## config.mk

```make
export PLATFORM = sky130hd
export DESIGN_NAME = nand4_share_arbiter
export DESIGN_NICKNAME = d
export VERILOG_FILES = /design/src/rtl/nand4_share_pkg.sv /design/src/rtl/nand4_share_arbiter_rr_pick.sv /design/src/rtl/nand4_share_arbiter.sv
export SDC_FILE = /design/constraint.sdc
export NUM_CORES = 1
export LEC_CHECK = 0
export CAP_MARGIN = 30
export CORE_MARGIN = 2
export CORE_UTILIZATION = 28
export CTS_CLUSTER_SIZE = 25
export DETAILED_ROUTE_END_ITERATION = 10
export PLACE_DENSITY = 0.82
export REMOVE_ABC_BUFFERS = 1
export SKIP_LAST_GASP = 1
export SLEW_MARGIN = 0
export SYNTH_ARGS = -nofsm -noshare
export SYNTH_HDL_FRONTEND = slang
export SYNTH_SLANG_ARGS = --single-unit
```

## constraint.sdc

```tcl
create_clock -name CLK -period 1.5 [get_ports CLK]
set_input_delay 0.3 -clock CLK [delete_from_list [all_inputs] [get_ports CLK]]
set_output_delay 0.3 -clock CLK [all_outputs]
set_load 0.01 [all_outputs]
```

## src/rtl/nand4_share_pkg.sv

```systemverilog
// Shared constants and helpers for the NAND4 sharing arbiter.
package nand4_share_pkg;

  localparam int N_DEF = 4;
  localparam int W_DEF = 2;
  // Widest operand slice the shared reduction helper supports.
  localparam int W_MAX = 32;

  function automatic int clog2(input int v);
    int r;
    r = 0;
    while ((1 << r) < v) r++;
    return (r < 1) ? 1 : r;
  endfunction

  // Callers zero-extend W-bit slices and truncate the result back to W bits.
  function automatic logic [W_MAX-1:0] slice_nand4(
    input logic [W_MAX-1:0] i0,
    input logic [W_MAX-1:0] i1,
    input logic [W_MAX-1:0] i2,
    input logic [W_MAX-1:0] i3
  );
    return ~(i0 & i1 & i2 & i3);
  endfunction

endpackage

```

## src/rtl/nand4_share_arbiter_rr_pick.sv

```systemverilog
// Combinational round-robin priority picker starting its search at ptr.
module rr_pick
  import nand4_share_pkg::*;
#(
  parameter  int N   = N_DEF,
  localparam int IDW = clog2(N)
) (
  input  logic [N-1:0]   req,
  input  logic [IDW-1:0] ptr,
  input  logic           en,
  output logic [N-1:0]   grant,
  output logic [IDW-1:0] idx,
  output logic           any
);

  localparam int unsigned NU = N;

  int unsigned    cand;
  logic [IDW-1:0] cand_idx;

  always_comb begin
    grant    = '0;
    idx      = '0;
    any      = 1'b0;
    cand     = 0;
    cand_idx = '0;
    for (int unsigned i = 0; i < NU; i++) begin
      cand     = (32'(ptr) + i) % NU;
      cand_idx = IDW'(cand);
      if (!any && req[cand_idx]) begin
        any = 1'b1;
        idx = cand_idx;
      end
    end
    grant[idx] = en & any;
  end

endmodule

```

## src/rtl/nand4_share_arbiter.sv

```systemverilog
// N requesters share one registered W-bit NAND4 stage under round-robin arbitration.
module nand4_share_arbiter
  import nand4_share_pkg::*;
#(
  parameter  int N   = N_DEF,
  parameter  int W   = W_DEF,
  localparam int IDW = clog2(N)
) (
  input  logic           CLK,
  input  logic           RESET,
  input  logic [N-1:0]   REQ_VALID,
  output logic [N-1:0]   REQ_READY,
  input  logic [N*W-1:0] REQ_I0,
  input  logic [N*W-1:0] REQ_I1,
  input  logic [N*W-1:0] REQ_I2,
  input  logic [N*W-1:0] REQ_I3,
  output logic [W-1:0]   O,
  output logic           O_VALID,
  output logic [IDW-1:0] O_ID,
  input  logic           O_READY
);

  logic [IDW-1:0] ptr;
  logic [IDW-1:0] ptr_next;
  logic [IDW-1:0] win_idx;
  logic           win_any;
  logic           can_accept;
  logic           pick_en;
  logic           xfer;
  logic [W-1:0]   sel0, sel1, sel2, sel3;
  logic [W-1:0]   o_next;

  assign can_accept = !O_VALID || O_READY;
  assign pick_en    = can_accept && !RESET;

  rr_pick #(.N(N)) u_pick (
    .req   (REQ_VALID),
    .ptr   (ptr),
    .en    (pick_en),
    .grant (REQ_READY),
    .idx   (win_idx),
    .any   (win_any)
  );

  assign xfer = win_any && pick_en;

  always_comb begin
    sel0     = REQ_I0[W*int'(win_idx) +: W];
    sel1     = REQ_I1[W*int'(win_idx) +: W];
    sel2     = REQ_I2[W*int'(win_idx) +: W];
    sel3     = REQ_I3[W*int'(win_idx) +: W];
    o_next   = W'(slice_nand4(W_MAX'(sel0), W_MAX'(sel1), W_MAX'(sel2), W_MAX'(sel3)));
    ptr_next = (win_idx == IDW'(N - 1)) ? '0 : win_idx + IDW'(1);
  end

  // A transfer takes priority over a plain drain so the slot refills without a bubble.
  always_ff @(posedge CLK) begin
    if (RESET) begin
      O       <= '0;
      O_VALID <= 1'b0;
      O_ID    <= '0;
      ptr     <= '0;
    end else if (xfer) begin
      O       <= o_next;
      O_ID    <= win_idx;
      O_VALID <= 1'b1;
      ptr     <= ptr_next;
    end else if (O_READY) begin
      O_VALID <= 1'b0;
    end
  end

endmodule

```

# After elaboration in Yosys (flattened, before gate mapping)
# Index checks and enable logic that the tools add are counted.
dict set report totals {
  reg_bits 7
  inputBits 39
  output_inout_bits 9
  word_cells 59
}
dict set report op_classes {
  add_sub_neg 4
  order_cmp 6
  n_eq_ne 1
  n_shift 4
  muxes 21
  n_bitwise 6
  reduce_logical 13
}
# operator count
set ops {}
lappend ops {{$shiftx A8 B4 Y2} 4}
lappend ops {{$lt A2 B3 Y1 const B} 5}
lappend ops {{$mux W1} 11}
lappend ops {{$mux W2} 5}
lappend ops {{$bmux W1 S2} 4}
lappend ops {{$and A2 B2 Y2} 3}
lappend ops {{$logic_and A1 B1 Y1} 6}
lappend ops {{$logic_not A1 Y1} 5}
lappend ops {{$add A2 B1 Y2 const B} 2}
lappend ops {{$add A2 B2 Y2 const B} 2}
lappend ops {{$and A4 B4 Y4} 1}
lappend ops {{$demux W1 S2} 1}
lappend ops {{$eq A2 B2 Y1 const B} 1}
lappend ops {{$ge A2 B1 Y1 const B} 1}
lappend ops {{$not A2 Y2} 1}
lappend ops {{$reduce_bool A2 Y1} 1}
lappend ops {{$and A1 B1 Y1} 1}
lappend ops {{$logic_or A1 B1 Y1} 1}

# Logic depth before layout (Yosys ltp)
# Gate-level depths: netlist of run 1.
dict set report logic_depth {
  depth_word 17
  mapped_depth 8
  depth_no_buf 8
}

# Modules after synthesis
# Synthesis of run 1 repeated with hierarchy kept, for this count alone.
dict set report hier_totals {
  hier_cells 62
  area_unflattened_um2 540.5
}
# module n_inst cells_each area_per_inst_um2
set modules_own_cells {}
lappend modules_own_cells {nand4_share_arbiter 1 43 411.6}
lappend modules_own_cells {rr_pick 1 19 128.9}

# Worst setup path after synthesis of run 1
# Ideal clock, no wire load.
dict set report synth_timing {
  kind {input port to output port}
  from {input REQ_VALID[0]}
  to {output REQ_READY[0]}
  arrival_time_ns 1.378
  t_required_ns 1.200
  slack_ns -0.178
  path_stages 6
  n_path_buf 0
  cell_sequence {nor2b_1 > o21ba_1 > nor2_1 > inv_1 > ha_1 > and2_1}
}
dict set report synth_via {
  elab_chain_cells 17
  elab_cells_between_ends 29
}
# item line_no
set synth_lines {}
lappend synth_lines {{from (decl)} nand4_share_arbiter.sv:11} ;# input logic [N-1:0] REQ_VALID,
lappend synth_lines {{$bmux W1 S2} nand4_share_arbiter_rr_pick.sv:30} ;# if (!any && req[cand_idx]) begin
lappend synth_lines {{$mux W1 (not written as such)} nand4_share_arbiter_rr_pick.sv:30}
lappend synth_lines {{$mux W1} nand4_share_arbiter_rr_pick.sv:30}
lappend synth_lines {{$logic_not A1 Y1} nand4_share_arbiter_rr_pick.sv:30}
lappend synth_lines {{$logic_and A1 B1 Y1} nand4_share_arbiter_rr_pick.sv:30}
lappend synth_lines {{$mux W1} nand4_share_arbiter_rr_pick.sv:30}
lappend synth_lines {{$logic_not A1 Y1} nand4_share_arbiter_rr_pick.sv:30}
lappend synth_lines {{$logic_and A1 B1 Y1} nand4_share_arbiter_rr_pick.sv:30}
lappend synth_lines {{[2 not listed]} --}
lappend synth_lines {{$logic_and A1 B1 Y1} nand4_share_arbiter_rr_pick.sv:30}
lappend synth_lines {{$mux W2 *} nand4_share_arbiter_rr_pick.sv:30}
lappend synth_lines {{named net u_pick.idx[1]} nand4_share_arbiter_rr_pick.sv:12} ;# output logic [IDW-1:0] idx,
lappend synth_lines {{$lt A2 B3 Y1 (not written as such) / $ge A2 B1 Y1 (equally long branches)} nand4_share_arbiter_rr_pick.sv:35} ;# grant[idx] = en & any;
lappend synth_lines {{$logic_and A1 B1 Y1 (not written as such)} nand4_share_arbiter_rr_pick.sv:35}
lappend synth_lines {{$mux W1 (not written as such)} nand4_share_arbiter_rr_pick.sv:35}
lappend synth_lines {{$demux W1 S2 *} --}
lappend synth_lines {{$and A4 B4 Y4 (no source line) *} --}
lappend synth_lines {{to (decl)} nand4_share_arbiter.sv:12} ;# output logic [N-1:0] REQ_READY,
# Mark *: on every way through the listed nets, which the timed path passes. The rest lies on a longest branch. The select of a mux whose other input is x is not followed.

# Worst setup path after layout of run 1
dict set report layout_timing {
  from {register ptr[0]}
  to {output REQ_READY[0]}
}
dict set report layout_via {
  elab_chain_cells 17
  elab_cells_between_ends 32
}
# item line_no
set layout_lines {}
lappend layout_lines {{from (decl)} nand4_share_arbiter.sv:23} ;# logic [IDW-1:0] ptr;
lappend layout_lines {{from (signal assigned)} nand4_share_arbiter.sv:67} ;# ptr <= ptr_next;
lappend layout_lines {{branches (longest 11 deep; another with $add A2 B1 Y2)} --}
lappend layout_lines {{$mux W2 *} nand4_share_arbiter_rr_pick.sv:30}
lappend layout_lines {{named net u_pick.idx[1]} nand4_share_arbiter_rr_pick.sv:12}
lappend layout_lines {{$lt A2 B3 Y1 (not written as such) / $ge A2 B1 Y1 (equally long branches)} nand4_share_arbiter_rr_pick.sv:35}
lappend layout_lines {{$logic_and A1 B1 Y1 (not written as such)} nand4_share_arbiter_rr_pick.sv:35}
lappend layout_lines {{$mux W1 (not written as such)} nand4_share_arbiter_rr_pick.sv:35}
lappend layout_lines {{$demux W1 S2 *} --}
lappend layout_lines {{$and A4 B4 Y4 (no source line) *} --}
# Mark *: on every way through the listed nets, which the timed path passes. The select of a mux whose other input is x is not followed.

==> results of run 1 <==
## cell usage in the layout, fill, tap and decap left out, types with 2 or more instances in the layout
cell             instances
a21oi_1                  2
and2_1                   2
and2_4                   2
buf_2                    2
buf_4                   20
buf_6                    6
clkbuf_4                 3
clkdlybuf4s15_2          2
clkdlybuf4s50_1         37
dfxtp_1                  4
dfxtp_2                  2
dlygate4sd2_1            2
ha_4                     3
mux2i_1                  2
nand2_1                  6
nand2b_1                 3
nand3b_1                 3
nand4_1                  8
nor2b_4                  4
nor3_1                   2
o21ai_0                  3
o221ai_2                 2
or4_4                    2
## stage by stage
step | power, mW | cell area, µm² | setup WS, ps | TNS [ps] | hold WS (ps)
finish | 1.19 | 1430 | -427 | -2300 | 467
global route | 1.26 | 1430 | -467 | -2600 | 493
CTS | 1.08 | 1350 | -370 | -1710 | 495
detailed placement | 0.765 | 1160 | -1130 | -7980 | 481
global placement | 0.752 | 1160 | -1030 | -7510 | 478
floorplan | 0.439 | 548 | -178 | -593 | 369
## metal layers
| layer | track usage | routed length (µm) | vias to the layer above |
|---|---|---|---|
| met2 | 0.333 | 1150 | 45 |
| met1 | 0.219 | 883 | 385 |
| li1 | - | - | 419 |
| met4 | 0.0857 | 46 | 0 |
| met5 | 0 | 0 | - |
| met3 | 0.0617 | 219 | 6 |
## cell families after synthesis
kind of cell / synth area share
mux: 0.0362
fa+ha+maj: 0.0905
compound gates: 0.181
simple gates: 0.416
flops: 0.253
buf+inv: 0.0226
## final cells by class
| cell class | instances | area (µm²) |
|---|---|---|
| fill | 122 | 468 |
| tap | 27 | 33.8 |
| inverter | 2 | 12.5 |
| timing repair buffer | 71 | 653 |
| sequential | 7 | 146 |
| clock buffer | 4 | 26.3 |
| multi-input combinational | 61 | 562 |
## tightest hold or removal path, cell delays in order
cell	delay, ps
clkbuf_2	120
nor4_2	60
nor2b_1	130
nor2_1	80
## registers in the layout, indices dropped and copies added, names as in the netlist
signal,count
O_ID,2
O_VALID,1
ptr,2
O,2
## worst paths after layout
kind              cells after the start                    to
setup / recovery                      7          REQ_READY[0]
hold / removal                        4  O_VALID$_SDFFE_PP0P_
setup reg to reg                     11   ptr[0]$_SDFFE_PP0P_
hold reg to reg                       2  O_ID[0]$_SDFFE_PP0P_
## where the power goes
| part | switching [mW] | internal, mW |
|---|---|---|
| logic | 0.298 | 0.461 |
| clock network | 0.0739 | 0.102 |
| registers | 0.0289 | 0.229 |
## timing repair
item	CTS	global route
endpoints found under the setup margin	10	8
setup buffers	7	4
pin swaps	7	6
cloned	0	0
resized for setup	66	14
==> summary.txt, run 1 <==
Status
  • Run status: complete, but fails checks
  • Violated checks: setup timing

GRT
  • Largest net degree at the start of global routing: 9
  • Initial antenna violation count: 0
  • GR Util All Layers: 0.194
  • First-pass GRT wire length: 3.57 mm
  • Vias in the first global route: 801
  • Grt ovf: 0

Logic synthesis
  • Synth Warn #: 0
  • Synth area leader: dfxtp_1
  • Synth Flop Type: dfxtp_1
  • Asr flop ratio synth: 0
  • Mapped Area: 553 µm²
  • Count leader, synth: nand4_1
  • Avg Inst Size Synth: 7.79 µm²
  • Register area share after synthesis: 0.253
  • Mapped Cells: 71
  • #FFs+latches synth: 7
  • EDFF count, synth: 0
  • Synth area leaders: dfxtp_1, ha_1, nand4_1
  • Post-synth cell types: 25
  • Top cell type's share of synthesized area: 0.253
  • Top post-synthesis cells by count: nand4_1, dfxtp_1, nand2_1, nor2b_1

Finish
  • Fin cells: 172
  • Fraction of layout cells with a size suffix above 1: 0.448
  • Synth-to-layout area growth: 159%
  • Nets: 189
  • Post-layout util: 0.754
  • Diodes inserted: 0

Timing
  • Measured slew at the worst slew-check pin: 365 ps
  • Fin crit share: 1.28
  • Rel. slew slack: 0.755
  • Final Hold Viols: 0
  • Post-route minimum period: 1930 ps
  • Fmax: 519 MHz
  • Pins Over Slew Limit: 0
  • Final setup viols: 7
  • RSZ-0062 raised after global routing: true
  • Setup Skew: 0.503 ps
  • Setup slack after layout: -427 ps

Worst setup path
  • Buf/Inv on CP: 2
  • Crit path cell chain: nor2b_4 > o21ba_4 > nor2_4 > inv_2 > ha_4 > and2_1 > buf_2
  • Arrival @ worst endpoint: 1630 ps
  • Startpoint Class: register
  • Max Fanout on Critical Path: 4
  • Cell family with most CP delay: flip-flops
  • Crit Path Class: register to primary output
  • CP peak stage delay: 380 ps
  • Critical Path Source: ptr[0]$_SDFFE_PP0P_
  • FF-to-FF Start: ptr[0]$_SDFFE_PP0P_
  • CP max-delay cell: dfxtp_4
  • Worst setup EP type: primary output
  • Req. time, crit path: 1200 ps
  • R2R setup slack: -260 ps

Clocking
  • Clock Latency Late Sink: 250 ps
  • Max clock buf depth: 2
  • H-tree levels: 1
  • Hold buffer count at CTS: 0
  • CTS Buf Count: 3
  • CTS tree: yes
  • Clk sink count: 7
  • Clock-pin slew on the worst setup and hold paths: 50 ps
  • Clock root buffer master: clkbuf_4

Detailed routing
  • WL final: 2.30 mm
  • Vias: 855
  • Post-detailed-route wirelength per cell: 13.4 µm
  • DR iter-0 viols: 12
  • DRT Pass-1 Iters: 3
  • Remaining DRCs: 0
  • Antenna-violating nets left: 0
  • Vias/cell: 4.97

Job
  • Max-Cap Viols: 0

Place
  • Detailed Place HPWL: 1.51 mm
  • Placed Cells: 159
  • Number of port buffers: 47
  • GP Congestion: 0.784

Worst hold path
  • Worst Hold Launch: REQ_VALID[2]
  • HP Class: input pin to register

Floorplan
  • # IOs: 48
  • Die area: 2350 µm²
  • Core Area: 1900 µm²
  • Die Y: 48.4 µm
  • Initial Utilization: 0.291
  • Die W: 48.4 µm
  • Rows: 16

Pwr
  • Worst VDD drop: 0.475 mV
  • Leakage: 0.575 nW
  • Pwr dens: 832 nW/µm²
Power figures use the tool's default switching activity.
==> inputs of run 2 (changes only) <==
- GPL_TIMING_DRIVEN: default -> 0
==> run 2 against run 1 <==
Against the previous run:
- the flow still finishes with violations (setup timing)
- die area stayed put
- core utilization fell by 2.6 points
- routed wire length is 4.7% lower
- clock skew up 4.9 ps
- sequential power up 4%
- worst hold slack gained 21 ps
- register-to-register slack worse by 80 ps
- critical path depth up 2
- setup slack lost 83 ps
- clock-buffer cell count did not move
- flip-flop and latch count stayed put
- critical path type is now input pin to primary output
- critical endpoint unchanged
- largest cell class unchanged
- highest routed layer unchanged
==> summary.txt, run 2 (synthesis results as in run 1) <==
Status
  • Run status: complete, but fails checks
  • Violated checks: setup timing

Job
  • Max-Cap Viols: 0 (unchanged)

Clocking
  • CTS tree: yes
  • Clock Latency Late Sink: 260 ps (about the same)
  • Clock root buffer master: clkbuf_4
  • CTS Buf Count: 3 (unchanged)
  • Max clock buf depth: 2 (unchanged)
  • H-tree levels: 1 (unchanged)
  • Clk sink count: 7 (unchanged)
  • Clock-pin slew on the worst setup and hold paths: 50 ps (about the same)

Finish
  • Biggest regs: O (2), O_ID (2), ptr (2)
  • Diodes inserted: 0 (unchanged)
  • Commonest non-fill, non-tap cells in the layout: clkdlybuf4s50_1, nand4_1, buf_6, buf_4, dfxtp_1
  • Synth-to-layout area growth: 150%
  • Post-Layout Inst Area: 1390 µm² (-3.4%)
  • Most common cell after layout, fill and taps aside: clkdlybuf4s50_1
  • Fin cells: 162 (-5.8%)
  • Nets: 179 (-5.3%)
  • Fraction of layout cells with a size suffix above 1: 0.407 (-0.0409)

Detailed routing
  • Remaining DRCs: 0 (unchanged)
  • DR WL met2: 1.16 mm (+0.35%)
  • Routed wl met3: 191 µm (-13%)
  • WL final: 2.19 mm (-4.7%)
  • Vias/cell: 5.07 (+2.1%)
  • Metal-1 WL: 815 µm (-7.7%)
  • Post-detailed-route wirelength per cell: 13.5 µm (+1.1%)
  • Top sig layer: met4
  • Vias: 822 (-3.9%)
  • DRT Pass-1 Iters: 3 (unchanged)
  • Antenna-violating nets left: 0 (unchanged)
  • DR iter-0 viols: 1 (-11)

Timing
  • Rel. slew slack: 0.703 (-0.0518)
  • Measured slew at the worst slew-check pin: 444 ps (+79.3 ps)
  • Fmax: 497 MHz (-4.1%)
  • Fin crit share: 1.34 (+0.0556)
  • Setup Total Neg Slack: -2800 ps (-499 ps)
  • Pins Over Slew Limit: 0 (unchanged)
  • Final setup viols: 7 (unchanged)
  • Final Hold Viols: 0 (unchanged)
  • Setup Skew: 5.41 ps (+4.90 ps)
  • RSZ-0062 raised after global routing: true
  • Setup slack after layout: -510 ps (-83.3 ps)
  • Post-route minimum period: 2010 ps (+83.3 ps)

GRT
  • Initial antenna violation count: 0 (unchanged)
  • Vias in the first global route: 849 (+6.0%)
  • First-pass GRT wire length: 3.58 mm (+0.20%)
  • Grt ovf: 0 (unchanged)
  • GR Util All Layers: 0.196 (+0.00222)
  • Largest net degree at the start of global routing: 11 (+2)

Pwr
  • Worst VDD drop: 0.402 mV (-15%)
  • Leakage: 0.529 nW (-7.9%)
  • Overall Power: 1.17 mW (-1.6%)
  • Pwr dens: 847 nW/µm² (+1.8%)

Floorplan
  • Initial Utilization: 0.291 (unchanged)
  • Die Y: 48.4 µm (unchanged)
  • # IOs: 48 (unchanged)
  • Core Area: 1900 µm² (unchanged)
  • Die W: 48.4 µm (unchanged)
  • Die area: 2350 µm² (unchanged)
  • Rows: 16 (unchanged)

Worst setup path
  • Worst r2r path cells: 8 (-3)
  • Worst setup EP type: primary output
  • Crit Path Class: input pin to primary output
  • Max Fanout on Critical Path: 3 (-1)
  • Startpoint Class: input pin
  • Arrival @ worst endpoint: 1710 ps (+80 ps)
  • Worst reg2reg endpoint: O[1]$_SDFFE_PP0P_
  • R2R setup slack: -340 ps (-80 ps)
  • FF-to-FF Start: ptr[0]$_SDFFE_PP0P_
  • Worst setup path endpoint: REQ_READY[0]
  • Critical Path Source: REQ_VALID[2]
  • Req. time, crit path: 1200 ps (about the same)

Place
  • GP Congestion: 0.745 (-5.0%)
  • Detailed Place HPWL: 1.48 mm (-2.0%)
  • Placed Cells: 144 (-9.4%)
  • Number of port buffers: 47 (unchanged)
  • Post-DP Area: 1050 µm² (-9.7%)
  • Pre-CTS setup slack: -1270 ps (-143 ps)

Worst hold path
  • HP Class: register to register
==> run 2: cell types whose count changed in the layout (fill, tap and decap cells not counted), moves of 2 or more <==
cell / before / now
dfxtp_2: 2 / 0
buf_4: 20 / 8
buf_6: 6 / 8
nand2_1: 6 / 4
nand2_2: 0 / 2
==> run 2: worst min-delay path by stage <==
stage / start / end / slack, ps / depth (start not counted)
final: O_ID[0]$_SDFFE_PP0P_ / O_ID[0]$_SDFFE_PP0P_ / 490 / 2
after global placement: O_ID[0]$_SDFFE_PP0P_ / O_ID[0]$_SDFFE_PP0P_ / 470 / 2
after floorplan: RESET / ptr[0]$_SDFFE_PP0P_ / 370 / 1
after detailed placement: O_ID[1]$_SDFFE_PP0P_ / O_ID[1]$_SDFFE_PP0P_ / 480 / 2
after global routing: O_ID[0]$_SDFFE_PP0P_ / O_ID[0]$_SDFFE_PP0P_ / 520 / 2
after CTS: O_ID[1]$_SDFFE_PP0P_ / O_ID[1]$_SDFFE_PP0P_ / 490 / 2
==> run 2: critical path, cell delays in order <==
cell,delay (ps)
clkdlybuf4s15_1,240
nor2b_4,190
o21ai_2,150
nand3b_1,160
buf_6,160
buf_6,120
ha_4,140
and2_4,130
buf_6,110
==> run 2: what timing repair did <==
action | CTS | global route
hold buffers | 0 | 0
buffers inserted | 14 | 1
gates resized for setup | 74 | 10
setup endpoints to repair | 10 | 10
pin swaps | 9 | 5
gates cloned | 0 | 0
endpoints found under the hold margin | 0 | 0
==> run 2: report_power, final <==
part	switching, mW	internal, mW	total (mW)
combinational	0.290	0.430	0.720
sequential	0.0366	0.231	0.268
clock	0.0833	0.102	0.186
total	0.410	0.763	1.17
==> run 2: per-layer routing <==
layer  up-vias  GRT usage
li1        395          -
met1       378      0.206
met2        44      0.368
met3         5     0.0556
met4         0     0.0714
met5         -          0
==> run 2: cell type report <==
type                       count  area [µm²]
fill                         151         517
sequential                     7         148
multi-input combinational     61         582
tap                           27        33.8
inverter                       2        10.0
timing repair buffer          61         586
clock buffer                   4        26.3
==> run 2: per-stage QoR <==
stage	util	hold WS [ps]
after global routing	0.728	522
after floorplan	-	369
final	0.728	488
after global placement	0.553	471
after CTS	0.714	493
after detailed placement	0.553	477
